## src/rtl/conv_window_ctrl_if.sv

```systemverilog
// Pixel-stream handshake and window-tag bundle between the line-buffer
// sequencer (slave) and its upstream/downstream neighbours (master).
interface conv_window_ctrl_if #(
  parameter int CW = 8
);
  logic          start;
  logic          in_valid;
  logic          in_ready;
  logic          sr_ce;
  logic          win_valid;
  logic [CW-1:0] win_row;
  logic [CW-1:0] win_col;
  logic          busy;
  logic          done;
  logic          err;

  modport slave (
    input  start, in_valid,
    output in_ready, sr_ce, win_valid, win_row, win_col, busy, done, err
  );

  modport master (
    output start, in_valid,
    input  in_ready, sr_ce, win_valid, win_row, win_col, busy, done, err
  );
endinterface

```

## src/rtl/conv_window_ctrl.sv

```systemverilog
// Frame sequencer for the KxK line-buffer window: drives the shared shift
// enable, tags stride-aligned windows with output coordinates, aborts on underrun.
module conv_window_ctrl #(
  parameter int IMG_W  = 8,
  parameter int IMG_H  = 8,
  parameter int K      = 3,
  parameter int STRIDE = 1,
  parameter int CW     = 8
) (
  input  logic                clk,
  input  logic                rst,
  conv_window_ctrl_if.slave   bus
);

  if (K < 1 || STRIDE < 1 || IMG_W < K || IMG_H < K ||
      IMG_W > (1 << CW) - 1 || IMG_H > (1 << CW) - 1) begin : g_bad_params
    $error("conv_window_ctrl: illegal parameter combination");
  end

  typedef enum logic [1:0] {
    S_IDLE = 2'd0,
    S_RUN  = 2'd1,
    S_DONE = 2'd2
  } state_t;

  localparam logic [CW-1:0] KM1    = CW'(K - 1);
  localparam logic [CW-1:0] W_LAST = CW'(IMG_W - 1);
  localparam logic [CW-1:0] H_LAST = CW'(IMG_H - 1);
  localparam logic [CW-1:0] S_LAST = CW'(STRIDE - 1);
  localparam logic [CW-1:0] ZERO   = {CW{1'b0}};
  localparam logic [CW-1:0] ONE    = CW'(1);

  state_t        state_r, state_s;
  logic          in_ready_r, busy_r, done_r, err_r, started_r;
  logic          win_valid_r;
  logic [CW-1:0] win_row_r, win_col_r;
  logic [CW-1:0] r_r, c_r, rph_r, cph_r, orow_r, ocol_r;
  logic          accept_s, underrun_s, last_px_s;
  logic          qual_row_s, qual_col_s, qual_s, sr_ce_s;

  assign accept_s   = bus.in_valid & (state_r == S_RUN);
  assign underrun_s = ~bus.in_valid & started_r & (state_r == S_RUN);
  assign last_px_s  = accept_s & (r_r == H_LAST) & (c_r == W_LAST);
  // Phase counters are zero exactly on stride-aligned rows/columns past K-1.
  assign qual_row_s = (r_r >= KM1) & (rph_r == ZERO);
  assign qual_col_s = (c_r >= KM1) & (cph_r == ZERO);
  assign qual_s     = accept_s & qual_row_s & qual_col_s;

  // Next-state decode and the combinational shift enable.
  always_comb begin
    state_s = state_r;
    sr_ce_s = 1'b0;
    case (state_r)
      S_IDLE: begin
        if (bus.start) state_s = S_RUN;
        else           state_s = S_IDLE;
      end
      S_RUN: begin
        sr_ce_s = bus.in_valid;
        if (underrun_s)     state_s = S_IDLE;
        else if (last_px_s) state_s = S_DONE;
        else                state_s = S_RUN;
      end
      S_DONE:  state_s = S_IDLE;
      default: state_s = S_IDLE;
    endcase
  end

  // State register with registered status decodes.
  always_ff @(posedge clk or posedge rst) begin
    if (rst) begin
      state_r    <= S_IDLE;
      in_ready_r <= 1'b0;
      busy_r     <= 1'b0;
      done_r     <= 1'b0;
    end else begin
      state_r    <= state_s;
      in_ready_r <= (state_s == S_RUN);
      busy_r     <= (state_s != S_IDLE);
      done_r     <= (state_s == S_DONE);
    end
  end

  // Raster position, stride phases, output indices and window tag.
  always_ff @(posedge clk or posedge rst) begin
    if (rst) begin
      r_r         <= ZERO;
      c_r         <= ZERO;
      rph_r       <= ZERO;
      cph_r       <= ZERO;
      orow_r      <= ZERO;
      ocol_r      <= ZERO;
      started_r   <= 1'b0;
      err_r       <= 1'b0;
      win_valid_r <= 1'b0;
      win_row_r   <= ZERO;
      win_col_r   <= ZERO;
    end else begin
      win_valid_r <= qual_s;
      if (state_r == S_IDLE && bus.start) begin
        r_r       <= ZERO;
        c_r       <= ZERO;
        rph_r     <= ZERO;
        cph_r     <= ZERO;
        orow_r    <= ZERO;
        ocol_r    <= ZERO;
        started_r <= 1'b0;
        err_r     <= 1'b0;
        win_row_r <= ZERO;
        win_col_r <= ZERO;
      end
      if (accept_s) begin
        started_r <= 1'b1;
        if (qual_s) begin
          win_row_r <= orow_r;
          win_col_r <= ocol_r;
        end
        if (c_r == W_LAST) begin
          c_r    <= ZERO;
          cph_r  <= ZERO;
          ocol_r <= ZERO;
          r_r    <= r_r + ONE;
          // Rows before K-1 hold phase 0 so row K-1 starts aligned.
          if (r_r < KM1)            rph_r <= ZERO;
          else if (rph_r == S_LAST) rph_r <= ZERO;
          else                      rph_r <= rph_r + ONE;
          if (qual_row_s) orow_r <= orow_r + ONE;
        end else begin
          c_r <= c_r + ONE;
          if (c_r < KM1)            cph_r <= ZERO;
          else if (cph_r == S_LAST) cph_r <= ZERO;
          else                      cph_r <= cph_r + ONE;
          if (qual_s) ocol_r <= ocol_r + ONE;
        end
      end
      if (underrun_s) err_r <= 1'b1;
    end
  end

  assign bus.in_ready  = in_ready_r;
  assign bus.sr_ce     = sr_ce_s;
  assign bus.win_valid = win_valid_r;
  assign bus.win_row   = win_row_r;
  assign bus.win_col   = win_col_r;
  assign bus.busy      = busy_r;
  assign bus.done      = done_r;
  assign bus.err       = err_r;

endmodule

```

## src/flat_wrapper.sv

```systemverilog
// flat-port wrapper written by rule: the top's interface ports become plain ports
module conv_window_ctrl_flat 
#(
  parameter int IMG_W  = 8,
  parameter int IMG_H  = 8,
  parameter int K      = 3,
  parameter int STRIDE = 1,
  parameter int CW     = 8
)
  (clk, rst, bus_start, bus_in_valid, bus_in_ready, bus_sr_ce, bus_win_valid, bus_win_row, bus_win_col, bus_busy, bus_done, bus_err);
  conv_window_ctrl_if #(.CW(CW)) bus_i ();
  input  logic clk;
  input  logic rst;
  input wire logic [$bits(bus_i.start)-1:0] bus_start;
  input wire logic [$bits(bus_i.in_valid)-1:0] bus_in_valid;
  output wire logic [$bits(bus_i.in_ready)-1:0] bus_in_ready;
  output wire logic [$bits(bus_i.sr_ce)-1:0] bus_sr_ce;
  output wire logic [$bits(bus_i.win_valid)-1:0] bus_win_valid;
  output wire logic [$bits(bus_i.win_row)-1:0] bus_win_row;
  output wire logic [$bits(bus_i.win_col)-1:0] bus_win_col;
  output wire logic [$bits(bus_i.busy)-1:0] bus_busy;
  output wire logic [$bits(bus_i.done)-1:0] bus_done;
  output wire logic [$bits(bus_i.err)-1:0] bus_err;
  assign bus_i.start = bus_start;
  assign bus_i.in_valid = bus_in_valid;
  assign bus_in_ready = bus_i.in_ready;
  assign bus_sr_ce = bus_i.sr_ce;
  assign bus_win_valid = bus_i.win_valid;
  assign bus_win_row = bus_i.win_row;
  assign bus_win_col = bus_i.win_col;
  assign bus_busy = bus_i.busy;
  assign bus_done = bus_i.done;
  assign bus_err = bus_i.err;
  conv_window_ctrl #(.IMG_W(IMG_W), .IMG_H(IMG_H), .K(K), .STRIDE(STRIDE), .CW(CW)) u_core (.clk(clk), .rst(rst), .bus(bus_i));
endmodule
```

## config.mk

```make
export PLATFORM = sky130hd
export DESIGN_NAME = conv_window_ctrl_flat
export DESIGN_NICKNAME = d
export VERILOG_FILES = /design/src/rtl/conv_window_ctrl_if.sv /design/src/rtl/conv_window_ctrl.sv /design/src/flat_wrapper.sv
export SDC_FILE = /design/constraint.sdc
export NUM_CORES = 1
export LEC_CHECK = 0
export CAP_MARGIN = 25
export CORE_ASPECT_RATIO = 2
export CORE_MARGIN = 2
export CORE_UTILIZATION = 45
export CTS_BUF_LIST = sky130_fd_sc_hd__clkbuf_8
export DETAILED_ROUTE_END_ITERATION = 12
export GPL_TIMING_DRIVEN = 0
export HOLD_SLACK_MARGIN = 0.03
export PLACE_DENSITY = 0.72
export SLEW_MARGIN = 30
export SYNTH_ARGS = -nofsm -noshare
export SYNTH_HDL_FRONTEND = slang
export SYNTH_SLANG_ARGS = --single-unit
```

## constraint.sdc

```tcl
create_clock -name clk -period 3.6 [get_ports clk]
set_input_delay 0.36 -clock clk [delete_from_list [all_inputs] [get_ports clk]]
set_output_delay 0.36 -clock clk [all_outputs]
set_load 0.03 [all_outputs]
```

Word-level counts from Yosys, hierarchy flattened --
Index checks and enable logic that the tools add are counted.
Word-level totals: output and inout port bits 22, logic and storage cells 84, bits of input ports 4, register bits after elaboration 72
Cells by class: equal/unequal tests 5, reductions and logical operators 7, add/subtract/negate cells 6, bitwise operators 10, multiplexer cells 37, order comparisons 4
Operators by type and width (count):
- $mux 8 | 29
- $add 8x1->8 const B | 6
- $eq 8x3->1 const B | 2
- $ge 8x2->1 const B | 2
- $logic_not 8->1 | 2
- $lt 8x2->1 const B | 2
- $and 1x1->1 | 9
- $reduce_bool 2->1 | 3
- $mux 1 | 5
- $eq 2x1->1 const B | 2
- $mux 2 | 2
- $pmux 2 s2 | 1
- $eq 2x2->1 const B | 1
- $logic_not 2->1 | 1
- $logic_and 1x1->1 | 1
- $not 1->1 | 1

Depth between registers and ports, before layout --
Gate-level depths: netlist of the first run.
depth after elaboration 8, mapped depth 9

Worst setup path before layout of the first run --
No wires, ideal clock.
path kind register -> register, start reg u_core.c_r[3], end reg u_core.orow_r[5], library setup time 0.120 ns, arrival 2.069 ns, stages on the path, launching flop included 7, period minus slack after synthesis 2.190 ns, setup slack 1.410 ns, buffers on the path 1, cell sequence dfrtp_1 -> or4_4 -> or3_1 -> buf_6 -> nor3_4 -> a31oi_1 -> a41o_1
On the way: word-level cells in the longest chain between the ends 3
Ends and longest elaborated chain:
- start: declaration | RTL line conv_window_ctrl.sv:37 | logic [CW-1:0] r_r, c_r, rph_r, cph_r, orow_r, ocol_r;
- start signal: assignment | RTL line conv_window_ctrl.sv:129 | c_r <= c_r + ONE;
- $eq 8x3->1 | RTL line conv_window_ctrl.sv:118 | if (c_r == W_LAST) begin
- $mux 8 | RTL line conv_window_ctrl.sv:118
- $mux 8 | RTL line conv_window_ctrl.sv:112 | if (accept_s) begin
- end signal: assignment | RTL line conv_window_ctrl.sv:127 | if (qual_row_s) orow_r <= orow_r + ONE;
- end: declaration | RTL line conv_window_ctrl.sv:37
Every way passes these cells. A chain may end at the register's enable or synchronous reset.

Worst setup path in the final report of the first run --
start in bus_in_valid, end out bus_sr_ce
On the way: word-level cells in the longest chain between the ends 1
Ends and longest elaborated chain:
- start: declaration | RTL line flat_wrapper.sv:15 | input wire logic [$bits(bus_i.in_valid)-1:0] bus_in_valid;
- $mux 1 | RTL line conv_window_ctrl.sv:53 | case (state_r)
- end: declaration | RTL line flat_wrapper.sv:17 | output wire logic [$bits(bus_i.sr_ce)-1:0] bus_sr_ce;
Every way passes these cells.

==> metrics.yaml, run 1 <==
status: "complete, no violations"
area_growth_pct: 15.69
final_common_cell: "dfrtp_1"
setup_viol: 0
wire_per_inst_um: 15.09
worstSetupStartpointType: "input port"
setup-tns-final_ps: 0
crit_path_cell_trace: "clkdlybuf4s50_1 -> nand3b_4 -> inv_2 -> clkbuf_1 -> clkdlybuf4s50_1"
finalCritPeriodShare_pct: 78.54
io_buffers: 25
synth_area_um2: 3684
cp_num_buf_inv: 4
worstSetupPathType: "in2out"
power.density_nw_per_um2: 434.2
ctsHoldBuffers: 0
diodes: 0
seq_area_frac_synth_pct: 48.91
rows: 46
crit_path_frequent_cell: "clkdlybuf4s50_1"
finClkSkew_ps: 11.14
start_util_pct: 46.38
drc: 0
viasPerCell: 5.599
drt_wl_total_mm: 7.908
worstMarginPinSlew_ps: 666.7
cts_inserted_buffers: 9
grt_usage_pct: 20.05
grt_max_degree: 48
timing.slew.headroom_pct: 55.48
syn_area_per_cell_um2: 9.543
cp_slowest_stage_delay_ps: 760
ant_nets: 0
cap_viol_max_count: 0
post_cts_buffers: 0
coreArea_um2: 7943
drt_iter0_markers: 192
vias: 2934
synth_nets: 400
synth_ff_type: "dfrtp_1"
gr-total-overflow: 0
h-tree-depth: 3
clock.fmax_mhz: 353.7
root_buffer: "clkbuf_8"
syn_inst: 386
ios: 26
grt_pass1_wl_mm: 13.72
arrival_ps: 2470
grt_antenna_before_repair: 0
nets: 437
grt_pass1_vias: 2940
min_period_ps: 2827
chipHeight_um: 132.0
cts_sinks: 72
drive_gt1_share_pct: 9.579
synth_edf_count: 0
p_leak_nw: 1.856
cts_resized: 0
dpl-instance-area_um2: 4084
finalInstanceArea_um2: 4262
clk_latency_ps: 370
worst_path_max_delay_cell: "clkdlybuf4s50_1"
path_clk_slew_ps: 80
rsz0062_at_grt: "false"
place_hpwl_mm: 5.867
gp_congestion: 0.8341
ys_ff_latch: 72
crit_fanout: 10
min_path_type: "in2async"
cp-end-kind: "output pin"
hold_viol: 0
die_w_um: 67.98
worstPathRequired_ps: 3240
cts_buffer_depth: 2
final_cell_mix: "72 x dfrtp_1, 56 x nand2_1, 38 x nand3_1"
critPathTopFamily: "buffers and inverters"
cts_tree: "yes"
die_area_um2: 8969
yosysWarnings: 0
yosysUniqueCellTypes: 51
finalMaxSlewViolations: 0
fillers: 740
ir_drop_mv: 0.2750
synth_async_sr_flop_share_pct: 100.0
drt_pre_antenna_iters: 5
[power breakdown]
part           switching [mW]  total [mW]  internal [mW]
Combinational           0.268       0.383          0.115
Clock                   0.308       0.571          0.263
Sequential             0.0452       0.896          0.851
Total                   0.621        1.85           1.23
[final timing paths]
kind,startpoint,end,slack (ps),depth (start not counted)
worst max-delay path,bus_in_valid,bus_sr_ce,770,5
worst min-delay path,rst,u_core.cph_r[5],330,2
worst max register to register,u_core.rph_r[4],u_core.bus.win_col[6],1170,7
worst min register to register,u_core.orow_r[7],u_core.orow_r[7],480,1
max in group asynchronous,rst,u_core.orow_r[7],2730,3
min in group clk,u_core.orow_r[7],u_core.orow_r[7],480,1
[stage by stage]
stage / instances / hold slack, ps / utilization, % / worst slack [ps] / total power, mW
2_1_floorplan: 386 / 444.6 / - / 1410 / 1.158
3_3_place_gp: 507 / 463.1 / 51.04 / 193.3 / 1.282
3_5_place_dp: 508 / 475.8 / 51.42 / 743.1 / 1.298
4_1_cts: 524 / 328.0 / 53.59 / 746.6 / 1.871
5_1_grt: 524 / 357.4 / 53.65 / 640.3 / 1.952
6_report: 524 / 325.7 / 53.65 / 772.7 / 1.850
[cell families after synthesis]
kind of cell	after synthesis	share of synthesized area, %
multiplexers	5	1.359
buffers and inverters	32	3.600
XOR/XNOR	12	2.853
flip-flops	72	48.91
adder cells (fa/ha/maj)	10	3.397
AO/OA/AOI/OAI	80	12.60
AND/OR/NAND/NOR	175	27.28
[layout make-up]
type	instances	area, um2	share of cell area, %
inverters	17	66.31	1.556
clock inverters	6	35.03	0.8221
flip-flops and latches	72	1802	42.28
multi-input cells	282	1754	41.16
well taps	96	120.1	2.819
repair buffers	26	277.8	6.518
clock buffers	10	137.6	3.230
plain buffers	15	68.82	1.615
[flip-flops by register name, indices dropped and copies added (netlist names), 2 cells and up]
| signal | count |
|---|---|
| u_core.bus.win_col | 8 |
| u_core.bus.win_row | 8 |
| u_core.c_r | 8 |
| u_core.cph_r | 8 |
| u_core.ocol_r | 8 |
| u_core.orow_r | 8 |
| u_core.r_r | 8 |
| u_core.rph_r | 8 |
| u_core.state_r | 2 |
[per-layer routing]
layer / global-route usage, % / up-vias / share of wire, %
met5: 0 / - / 0
met4: 9.556 / 0 / 2.3
met3: 4.953 / 14 / 2.2
met2: 34.63 / 33 / 57
met1: 21.89 / 1438 / 39
li1: - / 1449 / -
[synth_stat cells, types with 2 or more instances]
cell,count,area (um2)
nor3b_1,6,45.04
xor2_1,4,35.03
nor2_1,16,60.06
and2_1,2,12.51
o22ai_1,3,18.77
nor2b_1,3,18.77
a21oi_1,7,35.03
or3_1,6,37.54
nor3_4,2,32.53
nor3_1,4,20.02
o21ai_1,17,85.08
nand4_1,12,75.07
o21ai_0,33,165.2
buf_2,4,20.02
and3_1,9,56.30
clkbuf_1,9,33.78
or4_1,2,15.01
nand3_1,38,190.2
mux2i_1,5,50.05
a21o_1,5,37.54
ha_1,10,125.1
o211ai_1,5,37.54
nand2_1,56,210.2
o31ai_1,3,22.52
inv_1,16,60.06
a31oi_1,2,12.51
nor4_4,3,63.81
dfrtp_1,72,1802
nor4_2,2,25.02
xnor2_1,8,70.07
nor4_1,2,12.51
No activity file was read; power rests on OpenSTA's default activity.
==> run 2, diff against run 1 <==
Settings changed: PLACE_DENSITY 0.72 to 0.74.
Clock period 3.6 ns to 2.3 ns, I/O delays scaled along.
==> run 2 against run 1 <==
  * Flip-flop and latch count is the same
  * Wire length increased by 4.1%
  * Setup slack lost 720 ps
  * Non-clock buffer count up 9
  * Clock power rose by 100%
  * Combinational power up 67%
  * Core utilization grew 2.2 points
  * Final cell count rose by 1.7%
  * First-iteration DRC count up 20%
  * Sequential share of layout area shrank 1.6 points
  * Clock skew increased by 1.1 ps
  * Total power up 73%
  * Largest power group unchanged
==> metrics.yaml, run 2 (synthesis gave the netlist of run 1 again) <==
finClkSkew_ps: 12.26  # +1.120 ps
grt_pass1_vias: 3035  # +3.2%
cts_inserted_buffers: 9  # unchanged
start_util_pct: 46.38  # unchanged
final_cell_mix: "70 x dfrtp_1, 56 x nand2_1, 37 x nand3_1"
finalInstanceArea_um2: 4437  # +4.1%
hold_viol: 0  # unchanged
wire_per_inst_um: 15.44  # +2.3%
fillers: 701  # -5.3%
io_buffers: 25  # unchanged
drt_iter0_markers: 230  # +20%
status: "complete, no violations"
die_area_um2: 8969  # unchanged
grt_antenna_before_repair: 0  # unchanged
finalMaxSlewViolations: 0  # unchanged
rsz0062_at_grt: "true"
grt.busiest_layer: "met2"
rows: 46  # unchanged
worstMarginPinSlew_ps: 668.0  # +1.309 ps
setup_viol: 0  # unchanged
final_cell_count_no_fill: 533  # +1.7%
dpl-instance-area_um2: 4084  # unchanged
gp_congestion: 0.8644  # +3.6%
gr-total-overflow: 0  # unchanged
ios: 26  # unchanged
min_path_type: "in2async"
cp-end-kind: "register"
final_common_cell: "dfrtp_1"
root_buffer: "clkbuf_8"
path_clk_slew_ps: 80  # about the same
clock.fmax_mhz: 444.3
diodes: 0  # unchanged
setup-tns-final_ps: 0  # unchanged
ir_drop_mv: 0.3200  # +16%
fin_util_pct: 55.86  # +2.2 points
dp.cells: 508  # unchanged
grt_pass1_wl_mm: 14.01  # +2.1%
worstSetupPathType: "reg2reg"
arrival_ps: 2500  # +30 ps
cts_sinks: 72  # unchanged
grt_max_degree: 50  # +4.2%
min_period_ps: 2251
finalWorstSetupSlack_ps: 49.37  # -723.3 ps
vias: 3050  # +4.0%
die_w_um: 67.98  # unchanged
viasPerCell: 5.722  # +2.2%
cap_viol_max_count: 0  # unchanged
coreArea_um2: 7943  # unchanged
r2r_slack_ps: 50  # -1120 ps
grtUsageMet2_pct: 35.22  # +0.59 points
ctsHoldBuffers: 0  # unchanged
grt_use_met1_pct: 21.46  # -0.44 points
ant_nets: 0  # unchanged
post-place-ws_ps: -298.3  # -1041 ps
hold-worst-slack_ps: 191.2  # -134.4 ps
drc: 0  # unchanged
crit_fanout: 9  # -1
cts_buffer_depth: 2  # unchanged
h-tree-depth: 3  # unchanged
grt_usage_pct: 20.20  # +0.16 points
grtUsageMet3_pct: 4.441  # -0.51 points
area_growth_pct: 20.45
finalCritPeriodShare_pct: 97.85
place_hpwl_mm: 5.938  # +1.2%
p_leak_nw: 1.961  # +5.7%
chipHeight_um: 132.0  # unchanged
power.density_nw_per_um2: 720.0  # +66%
nets: 446  # +2.1%
worstPathRequired_ps: 2550  # -690 ps
cts_tree: "yes"
timing.slew.headroom_pct: 55.39  # -0.088 points
drt_wl_total_mm: 8.229  # +4.1%
worstSetupStartpointType: "register"
clk_latency_ps: 360  # about the same
drt_pre_antenna_iters: 5  # unchanged
p_total_mw: 3.195  # +73%
drive_gt1_share_pct: 12.81  # +3.2 points
## run 2: worst paths after layout
kind,startpoint,end,cells past startpoint
max,u_core.c_r[5],u_core.orow_r[5],6
min,rst,u_core.c_r[6],2
max reg2reg,u_core.c_r[5],u_core.orow_r[5],6
min reg2reg,u_core.orow_r[7],u_core.orow_r[7],1
max in group asynchronous,rst,u_core.bus.win_row[7],3
min in group clk,u_core.orow_r[7],u_core.orow_r[7],1
## run 2: metal layers
| metal | vias to the layer above | wire length [um] |
|---|---|---|
| li1 | 1465 | - |
| met1 | 1504 | 3090 |
| met2 | 59 | 4657 |
| met3 | 22 | 241 |
| met4 | 0 | 240 |
| met5 | - | 0 |
## run 2: critical path, cell delays in order (launching register included)
cell	delay [ps]
dfrtp_2	460
or4_4	550
or3_1	340
buf_6	160
nor3_4	290
a31oi_1	130
a41o_1	210
## run 2: final cells by class
class,instances,area [um2],share of cell area [%]
clock inverters,4,67.56,1.523
flip-flops and latches,72,1804,40.67
clock buffers,12,165.2,3.722
inverters,17,66.31,1.495
repair buffers,36,352.8,7.953
multi-input cells,282,1784,40.21
plain buffers,14,76.32,1.720
well taps,96,120.1,2.707
## run 2: report_power, final
part	internal [mW]	switching (mW)
logic	0.194	0.446
clock network	0.692	0.463
registers	1.33	0.0680
total	2.22	0.976
## run 2: timing repair
action                                 in CTS  in global routing
pin swaps                                   3                  6
resized for setup                           5                 13
setup buffers                               3                  7
gates cloned                                0                  0
setup endpoints to repair                  16                 23
endpoints found under the hold margin       0                  0
==> run 3, diff against run 2 <==
Settings changed: CTS_BUF_LIST sky130_fd_sc_hd__clkbuf_8 to sky130_fd_sc_hd__clkbuf_16.
==> run 3 against run 2 <==
  * Maximum frequency fell by 0.39%
  * Wire length rose by 2.1%
  * Flip-flop and latch count unchanged
  * Count of clock-buffer cells in the layout fell by 3
  * Setup slack worse by 8.9 ps
  * Clock skew decreased by 5.1 ps
  * Global-route usage is 0.40 points higher
  * Largest power group is now clock
==> metrics.yaml, run 3 (synthesis gave the netlist of run 1 again) <==
reg2reg_depth: 6  # unchanged
power.density_nw_per_um2: 776.1  # +7.8%
grt_pass1_vias: 3038  # +0.099%
cts_inserted_buffers: 9  # unchanged
worstMarginPinSlew_ps: 659.1  # -8.872 ps
drt_iter0_markers: 246  # +7.0%
seq_area_um2: 1803  # about the same
finalMaxSlewViolations: 0  # unchanged
final_cell_mix: "71 x dfrtp_1, 56 x nand2_1, 37 x nand3_1"
arrival_ps: 2490  # about the same
clk_latency_ps: 340  # -20 ps
finalCritPeriodShare_pct: 98.24  # +0.39 points
start_util_pct: 46.38  # unchanged
path_clk_slew_ps: 50  # -30 ps
crit_fanout: 6  # -3
gr-total-overflow: 0  # unchanged
final_cell_count_no_fill: 532  # -0.19%
worst_path_max_delay_cell: "or4_4"
crit_path_cell_trace: "or4_4 -> or3_1 -> buf_6 -> nor3_4 -> a31oi_1 -> a41o_1"
timing.slew.headroom_pct: 55.99  # +0.59 points
cap_viol_max_count: 0  # unchanged
setup-tns-final_ps: 0  # unchanged
finalInstanceArea_um2: 4491  # +1.2%
drive_gt1_share_pct: 11.70  # -1.1 points
wire_per_inst_um: 15.80  # +2.3%
diodes: 0  # unchanged
rows: 46  # unchanged
setup_viol: 0  # unchanged
h-tree-depth: 3  # unchanged
dpl-instance-area_um2: 4084  # unchanged
place_hpwl_mm: 5.938  # unchanged
cts_tree: "yes"
status: "complete, no violations"
rsz0062_at_grt: "true"
final_common_cell: "dfrtp_1"
drt_wl_total_mm: 8.404  # +2.1%
cts_sinks: 72  # unchanged
gp_congestion: 0.8644  # unchanged
drc: 0  # unchanged
area_growth_pct: 21.91
multi_input_area_um2: 1780  # -0.21%
hold-worst-slack_ps: 214.5  # +23.28 ps
p_leak_nw: 1.970  # +0.45%
grt_antenna_before_repair: 0  # unchanged
hold_viol: 0  # unchanged
worstSetupStartpointType: "register"
cp-end-kind: "register"
finClkSkew_ps: 7.148  # -5.114 ps
chipHeight_um: 132.0  # unchanged
grt_pass1_wl_mm: 14.10  # +0.64%
vias: 3049  # -0.033%
drt_pre_antenna_iters: 4  # -1
cts_buffer_depth: 2  # unchanged
worstReg2RegStart: "u_core.c_r[4]"
ir_drop_mv: 0.6116  # +91%
grt_usage_pct: 20.61  # +0.40 points
fin_util_pct: 56.54  # +0.68 points
critPathLaunch: "u_core.c_r[4]"
nets: 445  # -0.22%
finalWorstSetupSlack_ps: 40.49  # -8.880 ps
die_area_um2: 8969  # unchanged
io_buffers: 25  # unchanged
worstSetupPathType: "reg2reg"
min_period_ps: 2260  # +8.880 ps
min_path_type: "in2async"
clock.fmax_mhz: 442.6  # -0.39%
worstPathRequired_ps: 2530  # -20 ps
grt_max_degree: 50  # unchanged
viasPerCell: 5.731  # +0.16%
ant_nets: 0  # unchanged
die_w_um: 67.98  # unchanged
dp.cells: 508  # unchanged
ios: 26  # unchanged
post-place-ws_ps: -298.3  # unchanged
fillers: 678  # -3.3%
coreArea_um2: 7943  # unchanged
root_buffer: "clkbuf_16"
p_total_mw: 3.485  # +9.1%
cp_slowest_stage_delay_ps: 590  # +40 ps
-- run 3: final timing paths --
path / end / slack [ps]
worst max-delay path: u_core.orow_r[5] / 40
worst min-delay path: u_core.c_r[6] / 210
worst max register to register: u_core.orow_r[5] / 40
worst min register to register: u_core.orow_r[7] / 480
max in group asynchronous: u_core.bus.win_row[7] / 1540
min in group clk: u_core.orow_r[7] / 480
-- run 3: cell type report --
| class | instances | area share (%) |
|---|---|---|
| Buffer | 15 | 1.755 |
| Clock buffer | 9 | 5.015 |
| Sequential cell | 72 | 40.15 |
| Inverter | 17 | 1.477 |
| Clock inverter | 7 | 1.755 |
| Timing Repair Buffer | 34 | 7.523 |
| Tap cell | 96 | 2.675 |
| Multi-Input combinational cell | 282 | 39.65 |
-- run 3: layer usage --
layer | GRT usage, % | share of wire, %
met1 | 21.60 | 38
met2 | 35.22 | 55
met3 | 5.722 | 2.6
met4 | 11.56 | 3.9
met5 | 0 | 0
-- run 3: critical path: cells and delay by family (launching register included) --
family / cells / cell delay, ps
AO/OA/AOI/OAI: 2 / 340
buffers and inverters: 1 / 150
flip-flops: 1 / 430
AND/OR/NAND/NOR: 3 / 1230
-- run 3: repair_timing --
item / CTS / global route
pin swaps: 3 / 6
resized for setup: 5 / 9
buffers inserted: 2 / 6
setup endpoints to repair: 16 / 20
hold buffers: 0 / 0
-- run 3: report_power, final --
group          switching (mW)  leakage [nW]  internal [mW]
clock network           0.510         0.155          0.929
registers              0.0677         0.986           1.33
logic                   0.449         0.830          0.194
